### src/rtl/note_sequencer.sv
// note_sequencer
// Steps through a 16-entry programmable note table and drives the downstream
// frequency rate divider.
//
// For every step the sequencer holds the step's count value on count_up_to,
// releases the divider from reset (unless the step is a rest), and keeps the
// note sounding for (beats * TEMPO_TICKS) cycles. The last GAP_TICKS cycles of
// every step are silent so that repeated notes are audibly separated.
//
// Ports:
//   clock          system clock
//   reset          asynchronous, active-high reset
//   start          begin playback from step 0 (level, ignored while busy)
//   stop           abort playback on the next edge (wins over start)
//   loop_en        wrap to step 0 after last_step instead of finishing
//   last_step      index of the final step, latched when start is accepted
//   step_we        table write enable (any state)
//   step_addr      table write address
//   step_wdata     [35:32] beats-1, [31:0] count value (0 = rest)
//   count_up_to    count value for the rate divider
//   divider_reset  1 holds the rate divider in reset (silence)
//   note_on        1 while a non-rest note is sounding
//   step_idx       current step index
//   busy           1 while playing a step (note or gap)
//   done           one-cycle pulse at the normal end of a non-looping run
module note_sequencer #(
    parameter int TEMPO_TICKS = 12500000,
    parameter int GAP_TICKS   = 1250000
) (
    input  logic        clock,
    input  logic        reset,
    input  logic        start,
    input  logic        stop,
    input  logic        loop_en,
    input  logic [3:0]  last_step,
    input  logic        step_we,
    input  logic [3:0]  step_addr,
    input  logic [35:0] step_wdata,
    output logic [31:0] count_up_to,
    output logic        divider_reset,
    output logic        note_on,
    output logic [3:0]  step_idx,
    output logic        busy,
    output logic        done
);

    localparam int TW = (TEMPO_TICKS > 1) ? $clog2(TEMPO_TICKS) : 1;
    localparam logic [TW-1:0] TICK_LAST = TW'(TEMPO_TICKS - 1);
    // Last tick of the final beat that still belongs to the audible part.
    localparam logic [TW-1:0] PLAY_LAST = TW'(TEMPO_TICKS - GAP_TICKS - 1);

    typedef enum logic [1:0] {IDLE, PLAY, GAP} state_t;

    // Note table: plain register array, not reset.
    logic [35:0] table_q [16];

    always_ff @(posedge clock) begin
        if (step_we) begin
            table_q[step_addr] <= step_wdata;
        end
    end

    state_t        state_q, state_d;
    logic [TW-1:0] tick_q, tick_d;
    logic [3:0]    beat_q, beat_d;
    logic [3:0]    beats_m1_q, beats_m1_d;
    logic [3:0]    last_q, last_d;
    logic [3:0]    idx_q, idx_d;
    logic [31:0]   cup_q, cup_d;
    logic          dr_q, dr_d;
    logic          on_q, on_d;
    logic          busy_q, busy_d;
    logic          done_q, done_d;

    logic          entry;
    logic [3:0]    entry_idx;
    logic [35:0]   entry_row;

    always_comb begin
        state_d    = state_q;
        tick_d     = tick_q;
        beat_d     = beat_q;
        beats_m1_d = beats_m1_q;
        last_d     = last_q;
        idx_d      = idx_q;
        cup_d      = cup_q;
        dr_d       = dr_q;
        on_d       = on_q;
        busy_d     = busy_q;
        done_d     = 1'b0;
        entry      = 1'b0;
        entry_idx  = 4'd0;

        case (state_q)
            IDLE: begin
                if (start) begin
                    entry     = 1'b1;
                    entry_idx = 4'd0;
                    last_d    = last_step;
                end
            end
            PLAY: begin
                if (tick_q == TICK_LAST) begin
                    tick_d = '0;
                    beat_d = beat_q + 4'd1;
                end else begin
                    tick_d = tick_q + 1'b1;
                end
                if (beat_q == beats_m1_q && tick_q == PLAY_LAST) begin
                    state_d = GAP;
                    dr_d    = 1'b1;
                    on_d    = 1'b0;
                end
            end
            GAP: begin
                // The gap never crosses a beat boundary: it ends on the last
                // tick of the final beat.
                if (tick_q == TICK_LAST) begin
                    if (idx_q != last_q) begin
                        entry     = 1'b1;
                        entry_idx = idx_q + 4'd1;
                    end else if (loop_en) begin
                        entry     = 1'b1;
                        entry_idx = 4'd0;
                    end else begin
                        // Normal end: step_idx keeps the final step.
                        state_d = IDLE;
                        cup_d   = '0;
                        dr_d    = 1'b1;
                        on_d    = 1'b0;
                        busy_d  = 1'b0;
                        done_d  = 1'b1;
                    end
                end else begin
                    tick_d = tick_q + 1'b1;
                end
            end
            default: state_d = IDLE;
        endcase

        // Step entry latches the table row as it was before any write on
        // this same edge.
        entry_row = table_q[entry_idx];
        if (entry) begin
            state_d    = PLAY;
            idx_d      = entry_idx;
            tick_d     = '0;
            beat_d     = 4'd0;
            beats_m1_d = entry_row[35:32];
            cup_d      = entry_row[31:0];
            dr_d       = (entry_row[31:0] == 32'd0);
            on_d       = (entry_row[31:0] != 32'd0);
            busy_d     = 1'b1;
        end

        if (stop) begin
            state_d = IDLE;
            tick_d  = '0;
            beat_d  = 4'd0;
            idx_d   = 4'd0;
            cup_d   = '0;
            dr_d    = 1'b1;
            on_d    = 1'b0;
            busy_d  = 1'b0;
            done_d  = 1'b0;
        end
    end

    always_ff @(posedge clock or posedge reset) begin
        if (reset) begin
            state_q    <= IDLE;
            tick_q     <= '0;
            beat_q     <= 4'd0;
            beats_m1_q <= 4'd0;
            last_q     <= 4'd0;
            idx_q      <= 4'd0;
            cup_q      <= '0;
            dr_q       <= 1'b1;
            on_q       <= 1'b0;
            busy_q     <= 1'b0;
            done_q     <= 1'b0;
        end else begin
            state_q    <= state_d;
            tick_q     <= tick_d;
            beat_q     <= beat_d;
            beats_m1_q <= beats_m1_d;
            last_q     <= last_d;
            idx_q      <= idx_d;
            cup_q      <= cup_d;
            dr_q       <= dr_d;
            on_q       <= on_d;
            busy_q     <= busy_d;
            done_q     <= done_d;
        end
    end

    assign count_up_to   = cup_q;
    assign divider_reset = dr_q;
    assign note_on       = on_q;
    assign step_idx      = idx_q;
    assign busy          = busy_q;
    assign done          = done_q;

endmodule

### config.mk
export PLATFORM = sky130hd
export DESIGN_NAME = note_sequencer
export DESIGN_NICKNAME = d
export VERILOG_FILES = /design/src/rtl/note_sequencer.sv
export SDC_FILE = /design/constraint.sdc
export NUM_CORES = 1
export LEC_CHECK = 0
export ABC_AREA = 1
export BUFFER_PORTS_ARGS = -buffer_cell sky130_fd_sc_hd__clkbuf_2
export CAP_MARGIN = 20
export CORE_MARGIN = 3
export CORE_UTILIZATION = 55
export CTS_CLUSTER_SIZE = 30
export DETAILED_ROUTE_END_ITERATION = 10
export PLACE_DENSITY_LB_ADDON = 0.05
export SETUP_SLACK_MARGIN = 0.3
export SLEW_MARGIN = 20
export SYNTH_ARGS = -nofsm -noshare
export SYNTH_HDL_FRONTEND = slang
export SYNTH_SLANG_ARGS = --single-unit
### constraint.sdc
create_clock -name clock -period 3.52 [get_ports clock]
set_input_delay 0 -clock clock [delete_from_list [all_inputs] [get_ports clock]]
set_output_delay 0 -clock clock [all_outputs]
set_load 0.05 [all_outputs]
==> Word level (Yosys, flattened, before mapping) <==
Memory sizes are Yosys's and may differ from the RTL's.
Cells that the tools add are included.
{ "totals": {"register_bits": 78, "ram_bits": 576, "elab_cells": 100, "n_memories": 1} }
{ "op_classes": {"n_addsub": 3, "eq_ne": 14, "n_mux": 56, "n_reduce_logical": 15} }
{ "mem_list": {"columns": ["name", "words", "width", "rd", "rd_ports_with_merged_regs", "wr", "line", "text"], "rows": [
  ["table_q", 16, 36, 1, 0, 1, "55", "logic [35:0] table_q [16];"]
]} }
{ "op_table": {"columns": ["operator", "n"], "rows": [
  ["$mux 32", 6],
  ["$mux 24", 4],
  ["$eq 24x24->1 const B", 2],
  ["$pmux 24 s2", 1],
  ["$mux 4", 9],
  ["$logic_not 32->1", 1],
  ["$reduce_bool 32->1", 1],
  ["$mux 1", 26],
  ["$add 24x1->24 const B", 1],
  ["$ne 4x4->1 const B", 5],
  ["$mux 2", 6],
  ["$reduce_and 5->1", 2],
  ["$reduce_bool 3->1", 3],
  ["$add 4x1->4 const B", 2],
  ["$ne 3x3->1 const B", 2],
  ["$pmux 1 s2", 3],
  ["$pmux 2 s3", 1],
  ["$reduce_and 2->1", 3],
  ["$eq 4x4->1", 1],
  ["$ne 4x4->1", 1],
  ["$reduce_and 4->1", 1],
  ["$reduce_bool 4->1", 1],
  ["$ne 3x2->1 const B", 1],
  ["$eq 2x1->1 const B", 1],
  ["4 further kinds", 4]
]} }

==> Longest topological paths before layout <==
Gate-level depths: netlist (run 1).
An unclocked memory read counts as a cell.
{ "logic_depth": {"word_depth": 8, "depth_mapped": 23} }

==> Worst setup path before layout (run 1) <==
No wires, ideal clock.
{ "synth_timing": {"kind": "register -> register", "from": "reg idx_q[1], in the netlist step_idx[1]", "to": "reg tick_q[8]", "arrival_time_ns": 2.550, "required_time_ns": 3.388, "path_slack_ns": 0.838, "stages_incl_launch_ff": 16, "cell_sequence": "dfrtp_1 > inv_1 > nand2_1 > nand2_1 > nor2_1 > nand2_1 > or2_1 > a21oi_1 > inv_2 > nor2_2 > inv_2 > nor2_4 > inv_2 > clkbuf_1 > a21oi_1 > nor3_1"} }
{ "synth_via": {"elab_chain_len": 6, "elab_cells_between_ends": 9, "cone_classes": "2 x eq/ne; 5 x mux; 2 x reduce/logical"} }
{ "synth_rtl": {"columns": ["item", "line", "text"], "rows": [
  ["start: declaration", "68", "logic [3:0] idx_q, idx_d;"],
  ["start signal: assignment", "188", "idx_q <= idx_d;"],
  ["$ne 4x4->1 *", "119", "if (idx_q != last_q) begin"],
  ["$mux 1 *", "119", null],
  ["$mux 1 *", "118", "if (tick_q == TICK_LAST) begin"],
  ["$pmux 1 s2 *", "94", "case (state_q)"],
  ["$ne 4x4->1 (no line), or another cell as far along", null, null],
  ["$reduce_and 2->1 (no line) / $mux 24 (equally long branches)", null, null],
  ["end signal: assignment", "184", "tick_q <= tick_d;"],
  ["end: declaration", "64", "logic [TW-1:0] tick_q, tick_d;"]
]} }
Every way passes the cells marked *; elsewhere a longest branch is shown, timed or not.
A chain may end at the register's enable or synchronous reset.

==> Worst setup path after layout (run 1) <==
{ "layout_timing": {"from": "reg tick_q[1]", "to": "reg dr_q, in the netlist divider_reset"} }
{ "layout_via": {"elab_chain_len": 7, "elab_cells_between_ends": 17, "cone_classes": "6 x eq/ne; 6 x mux; 4 x reduce/logical; 1 x memory"} }
{ "layout_rtl": {"columns": ["item", "line", "text"], "rows": [
  ["$eq 24x24->1", "118", null],
  ["$mux 4", "118", null],
  ["$mux 4", null, null],
  ["$mem_v2 16x36", null, null],
  ["$logic_not 32->1", "151", "dr_d = (entry_row[31:0] == 32'd0);"],
  ["$mux 1", "144", "if (entry) begin"],
  ["$mux 1", "156", "if (stop) begin"],
  ["end signal: assignment", "190", "dr_q <= dr_d;"],
  ["end: declaration", "70", "logic dr_q, dr_d;"]
]} }
Parallel ways exist; a longest one is shown, timed or not.

==> results.json, run 1 <==
{
  "status": "complete, no violations",
  "die_w_um": 234.3,
  "setup_viol": 0,
  "period_share_pct": 88.42,
  "drv_slew": 0,
  "crit_buf_inv": 3,
  "rsz0062_at_grt": "yes",
  "antenna_left": 0,
  "insertion_delay_ns": 0.61,
  "stdcell_area_um2": 34020,
  "ios": 90,
  "htreeDepth": 3,
  "drc": 0,
  "vdd_drop_max_v": 0.0003930,
  "wl_um": 85690,
  "core_um2": 51410,
  "clock_tree.root_cell": "clkbuf_16",
  "syn_area_per_cell_um2": 10.89,
  "layout_setup_ws_ns": 0.4075,
  "seq_area_um2": 19260,
  "pre_cts_slack_ns": -0.1742,
  "detail_route.vias_per_cell": 5.805,
  "cp.arrival_ns": 3.64,
  "crit_path_end_kind": "register",
  "synthesis.area_um2": 28660,
  "worst_clock_skew_ns": 0.02064,
  "yosys_warnings": 0,
  "pwr_density_cell_nw_per_um2": 521.7,
  "multiInputGateArea_um2": 7836,
  "reg2reg_depth": 21,
  "hold-worst-slack_ns": 0.06417,
  "rows": 83,
  "worstMarginPinSlew_ns": 0.8840,
  "worstHoldPathType": "in -> async",
  "crit_slowest_cell": "dfrtp_1",
  "track_usage_pct": 30.92,
  "hold_viol": 0,
  "cp_top_family": "simple AND/OR/NAND/NOR gates",
  "clk_pin_slew_worst_paths_ns": 0.06,
  "period_needed_ns": 3.113,
  "drive_gt1_share_pct": 14.14,
  "crit_required_ns": 4.05,
  "critical_path.startpoint_type": "register",
  "synthesis.instances": 2633,
  "grt_pass1_wl_um": 124000,
  "vias": 20740,
  "initial_core_util_pct": 55.76,
  "num-fill-cells": 3934,
  "cellLeakagePower_uw": 0.01347,
  "fmax_mhz": 321.3,
  "slew_headroom_pct": 40.93,
  "gp_congestion": 0.8694,
  "path_cells": "ha_4 > nand3_4 > nor2_4 > nand3_4 > nor2_8 > buf_12 > nand2_8 > buf_16 > buf_12 > nand2_1 > nand3_1 > nand3_1 > nand3_1 > nand2_2 > nor2_4 > nand2_1 > nor2_1 > nand2_2 > nor2_2 > nor2_1 > nor2_1",
  "maxCapViolCount": 0,
  "synth_cell_type_count": 44,
  "synth_edf_count": 576,
  "die_y_um": 234.3,
  "grt_start_max_net_pins": 92,
  "numCtsBuffers": 70,
  "async_reset_ff_share_pct": 11.93,
  "slowest_delay_ns": 0.42,
  "synth-seq-cells": 654,
  "crit_path_max_fanout": 30,
  "dp_hpwl_um": 48730,
  "drt_first_pass_iters": 5,
  "drt-wirelength-per-cell_um": 23.98,
  "grt-ovfl-total": 0,
  "fp.dieArea_um2": 54890,
  "cp.depth": 21,
  "cts_tree": "built",
  "finalNetCount": 2898,
  "place.port_buffers": 89,
  "antenna_found_initial": 2,
  "ys.flop_type": "edfxtp_1",
  "first_global_vias": 19890,
  "area_growth_pct": 18.68,
  "cts_buffer_depth": 3,
  "path_class": "reg -> reg",
  "drtIter0Drc": 2698,
  "ys_seq_area_share_pct": 67.16,
  "clock_sinks": 654,
  "dpl-instance-area_um2": 30530,
  "syn_nets": 2690
}
[cell families (layout without fill, tap and decap cells)]
logic type | Yosys count | after routing | synth area share, %
compound gates | 131 | 131 | 2.759
xor+xnor | 16 | 16 | 0.4889
fa+ha+maj | 7 | 7 | 0.3055
buf+inv | 456 | 714 | 6.705
flops | 654 | 654 | 67.16
other cells | 0 | 1 | 0
simple gates | 1369 | 1370 | 22.59
[sequential cells by signal, indices dropped and copies added (netlist names)]
name and flops:
note_on 1, step_idx 4, busy 1, beat_q 4, beats_m1_q 4, done 1
divider_reset 1, table_q 576, count_up_to 32, tick_q 24, last_q 4, state_q 2
[routing by layer]
| metal | GRT usage (%) | up-vias | share of wire [%] |
|---|---|---|---|
| li1 | - | 9443 | - |
| met2 | 48.93 | 1005 | 47 |
| met3 | 6.803 | 170 | 10 |
| met1 | 43.30 | 10120 | 40 |
| met4 | 9.449 | 2 | 2.9 |
| met5 | 0 | - | 0.020 |
[cell usage in the layout, fill, tap and decap left out, drive strengths merged, types with 12 or more instances in the layout]
| cell | instances |
|---|---|
| dfrtp | 77 |
| nor3 | 23 |
| edfxtp | 576 |
| o21ai | 65 |
| nand3b | 160 |
| nand4 | 13 |
| inv | 310 |
| dlygate4sd3 | 52 |
| clkbuf | 192 |
| clkinv | 20 |
| nand3 | 448 |
| buf | 132 |
| o311ai | 12 |
| nor2 | 139 |
| a21oi | 15 |
| o22ai | 19 |
| xor2 | 16 |
| nand2 | 575 |
[synth_stat cells, types with 2 or more instances]
| cell | instances | area [um^2] |
|---|---|---|
| inv_2 | 14 | 52.55 |
| edfxtp_1 | 576 | 17300 |
| ha_1 | 7 | 87.58 |
| o22ai_1 | 19 | 118.9 |
| nand4_1 | 13 | 81.33 |
| o311ai_0 | 6 | 52.55 |
| nand2_1 | 573 | 2151 |
| nor2_2 | 8 | 50.05 |
| nor2_4 | 2 | 22.52 |
| o221ai_1 | 2 | 17.52 |
| o21ai_1 | 3 | 15.01 |
| o311ai_1 | 6 | 52.55 |
| a21oi_1 | 14 | 70.07 |
| o21ai_0 | 62 | 310.3 |
| nor3_1 | 23 | 115.1 |
| nand3b_1 | 160 | 1201 |
| nor4_1 | 6 | 37.54 |
| dfrtp_1 | 77 | 1927 |
| buf_6 | 8 | 90.09 |
| nor2_1 | 128 | 480.5 |
| or2_1 | 2 | 12.51 |
| o21bai_1 | 6 | 45.04 |
| nor3b_1 | 4 | 30.03 |
| nand3_1 | 444 | 2222 |
| nand3_2 | 2 | 20.02 |
| buf_1 | 6 | 22.52 |
| buf_4 | 25 | 187.7 |
| clkbuf_1 | 63 | 236.5 |
| nand2_2 | 2 | 12.51 |
| inv_1 | 294 | 1104 |
| a31oi_1 | 6 | 37.54 |
| xor2_1 | 16 | 140.1 |
| buf_2 | 45 | 225.2 |
[worst paths after layout]
kind | start | to | slack [ns]
min | reset | tick_q[2] | 0.06
min in group clock | step_we | table_q[0][21] | 0.11
min reg2reg | count_up_to[12] | count_up_to[12] | 0.54
max reg2reg | tick_q[1] | divider_reset | 0.41
max | tick_q[1] | divider_reset | 0.41
max in group asynchronous | reset | tick_q[19] | 2.57
[tightest hold or removal path: cells and delay by family]
family,cells,cell delay [ns]
buffers and inverters,3,1.15
[through the flow]
stage / power [uW] / std cells / TNS (ns) / utilization, %
after global placement: 10330 / 3361 / -0.1665 / 59.40
after global routing: 18260 / 3572 / 0 / 66.17
after floorplan: 9760 / 2633 / 0 / -
after CTS: 17660 / 3554 / 0 / 65.48
final: 17750 / 3573 / 0 / 66.18
after detailed placement: 10350 / 3361 / -0.3052 / 59.40
[timing repair]
| item | CTS | global route |
|---|---|---|
| gates resized for setup | 21 | 35 |
| buffers inserted | 13 | 12 |
| endpoints found under the hold margin | 645 | 0 |
| pin swaps | 4 | 5 |
| endpoints found under the setup margin | 3 | 25 |
| cloned | 5 | 6 |
| hold buffers | 52 | 0 |
[cell type report]
cell class | count | share of cell area, %
Antenna cell | 1 | 0.007356
Clock buffer | 97 | 5.815
Clock inverter | 26 | 0.7724
Inverter | 309 | 3.439
Multi-Input combinational cell | 1524 | 23.04
Sequential cell | 654 | 56.61
Tap cell | 680 | 2.501
Timing Repair Buffer | 282 | 7.823
[where the power goes]
group / internal [uW] / switching (uW) / total, uW
logic: 450 / 1260 / 1710
registers: 8690 / 109 / 8800
clock network: 4290 / 2950 / 7240
Power figures use the tool's default switching activity.
==> inputs of run 2 (changes only) <==
- CELL_PAD_IN_SITES_DETAIL_PLACEMENT: unset -> 1
- CELL_PAD_IN_SITES_GLOBAL_PLACEMENT: unset -> 1
- CORE_UTILIZATION: 55 -> 50
==> run 2 against run 1 <==
Against the previous run: register-to-register slack worse by 0.05 ns; utilization down 5.0 points; cell count up 3.0%; clock-buffer cell count up 2; critical path type unchanged.
==> results.json, run 2 (same netlist as run 1, synthesis figures left out) <==
{
  "status": "complete, no violations",
  "drt-wirelength-per-cell_um": 26.16,
  "pwr_density_cell_nw_per_um2": 508.8,
  "cellLeakagePower_uw": 0.01372,
  "crit_slowest_cell": "dfrtp_2",
  "place.port_buffers": 89,
  "grtUsageMet3_pct": 5.038,
  "fmax_mhz": 316.5,
  "grt_start_max_net_pins": 66,
  "seq_area_um2": 19260,
  "period_needed_ns": 3.159,
  "maxCapViolCount": 0,
  "insertion_delay_ns": 0.61,
  "clock_sinks": 654,
  "path_cells": "inv_1 > nand2_1 > nand2_1 > nor2_4 > a21oi_4 > buf_6 > buf_16 > nand3_1 > nand3_1 > nand3_1 > nand3_1 > nand2_1 > nor2_1 > nand2_1 > nor2_2 > nand2_2 > nor2_4 > nor2_1 > nor2_1",
  "hold-worst-slack_ns": 0.05296,
  "vdd_drop_max_v": 0.0003775,
  "crit_path_max_fanout": 53,
  "grt-ovfl-total": 0,
  "top_register": "table_q",
  "gr-max-usage-layer": "met2",
  "worstMarginPinSlew_ns": 1.052,
  "pre_cts_slack_ns": -0.04631,
  "antenna_left": 0,
  "antenna_found_initial": 3,
  "drive_gt1_share_pct": 15.83,
  "num-fill-cells": 5867,
  "drtIter0Drc": 2055,
  "worstHoldPathType": "in -> reg",
  "die_w_um": 245.4,
  "vias": 21550,
  "grt_pass1_wl_um": 137400,
  "cts_tree": "built",
  "area_growth_pct": 20.86,
  "dp_hpwl_um": 51410,
  "period_share_pct": 89.75,
  "htreeDepth": 3,
  "detail_route.vias_per_cell": 5.855,
  "dp_cells": 3418,
  "gp_congestion": 0.8621,
  "cp.arrival_ns": 3.71,
  "clk_pin_slew_worst_paths_ns": 0.06,
  "largest_register_ff_count": 576,
  "fp.dieArea_um2": 60240,
  "cp_top_family": "simple AND/OR/NAND/NOR gates",
  "setup_viol": 0,
  "hold_viol": 0,
  "crit_path_end_kind": "register",
  "first_global_vias": 22170,
  "die_y_um": 245.4,
  "fin_util_pct": 61.20,
  "worst_clock_skew_ns": 0.02013,
  "power_uw": 17630,
  "final_common_cell": "edfxtp_1",
  "numCtsBuffers": 70,
  "track_usage_pct": 30.74,
  "drc": 0,
  "rsz0062_at_grt": "yes",
  "critical_path.startpoint_type": "register",
  "final_cell_mix": "576 x edfxtp_1, 553 x nand2_1, 437 x nand3_1",
  "ios": 90,
  "finalNetCount": 2924,
  "clock_tree.root_cell": "clkbuf_16",
  "initial_core_util_pct": 50.64,
  "drt_first_pass_iters": 5,
  "cts_buffer_depth": 3,
  "finalNonFillerCells": 3680,
  "slew_headroom_pct": 29.71,
  "crit_required_ns": 4.07,
  "crit_buf_inv": 3,
  "layout_setup_ws_ns": 0.3607,
  "core_um2": 56600,
  "slowest_delay_ns": 0.45,
  "rows": 87,
  "use_met1_pct": 40.85,
  "drv_slew": 0,
  "use_met2_pct": 52.00,
  "wl_um": 96270,
  "path_class": "reg -> reg",
  "multiInputGateArea_um2": 7899
}
## run 2: cell types whose count changed in the layout (fill, tap and decap cells not counted), sizes merged
cell      delta
clkinvlp     +1
diode        +4
nand3        -1
inv          -2
buf         +16
clkbuf       +7
clkinv       +3
bufinv       -3
nand2        +1
bufbuf       +5
## run 2: area by class of cell
class,instances,share of cell area [%]
diodes,5,0.03612
flip-flops and latches,654,55.60
multi-input cells,1524,22.80
well taps,756,2.731
clock buffers,99,5.699
clock inverters,25,0.5418
inverters,309,3.359
repair buffers,308,9.228
## run 2: power breakdown
group / internal (uW) / leakage (uW) / switching, uW / total (uW)
sequential: 8690 / 0.00623 / 110 / 8800
clock: 4050 / 0.00105 / 3020 / 7070
combinational: 489 / 0.00644 / 1270 / 1760
## run 2: repair_timing
action                                 in CTS  in global routing
setup buffers                              25                 35
endpoints found under the hold margin     679                  0
resized for setup                          32                 68
pin swaps                                  11                 22
setup endpoints to repair                  30                 48
cloned                                     10                 11
hold buffers                               52                  0
## run 2: path summary, 6_finish.rpt
check                                startpoint              end  slack, ns  cells after the start
worst max-delay path                step_idx[1]    divider_reset       0.36                     19
worst max register to register      step_idx[1]    divider_reset       0.36                     19
max in group asynchronous                 reset       tick_q[21]       2.22                      5
worst min-delay path                    loop_en    beats_m1_q[0]       0.05                      5
worst min register to register  count_up_to[11]  count_up_to[11]       0.54                      2
min in group asynchronous                 reset      step_idx[2]       0.40                      4
## run 2: layer usage
metal / part of all wire, % / vias up
met4: 3.3 / 0
met1: 40 / 11010
li1: - / 9475
met3: 7.4 / 188
met2: 49 / 870
met5: 0 / -
## run 2: worst min-delay path, cell delays in order
cell and delay, ns:
clkbuf_2 0.09, or2_1 0.16, a21oi_2 0.11, inv_2 0.16
a31oi_1 0.10
## run 2: per-stage QoR
stage	area (um^2)	setup TNS (ns)
after global routing	34630	0
after global placement	30490	-0.07811
final	34640	0
after floorplan	28660	0
after CTS	33810	0
after detailed placement	30490	-0.08536
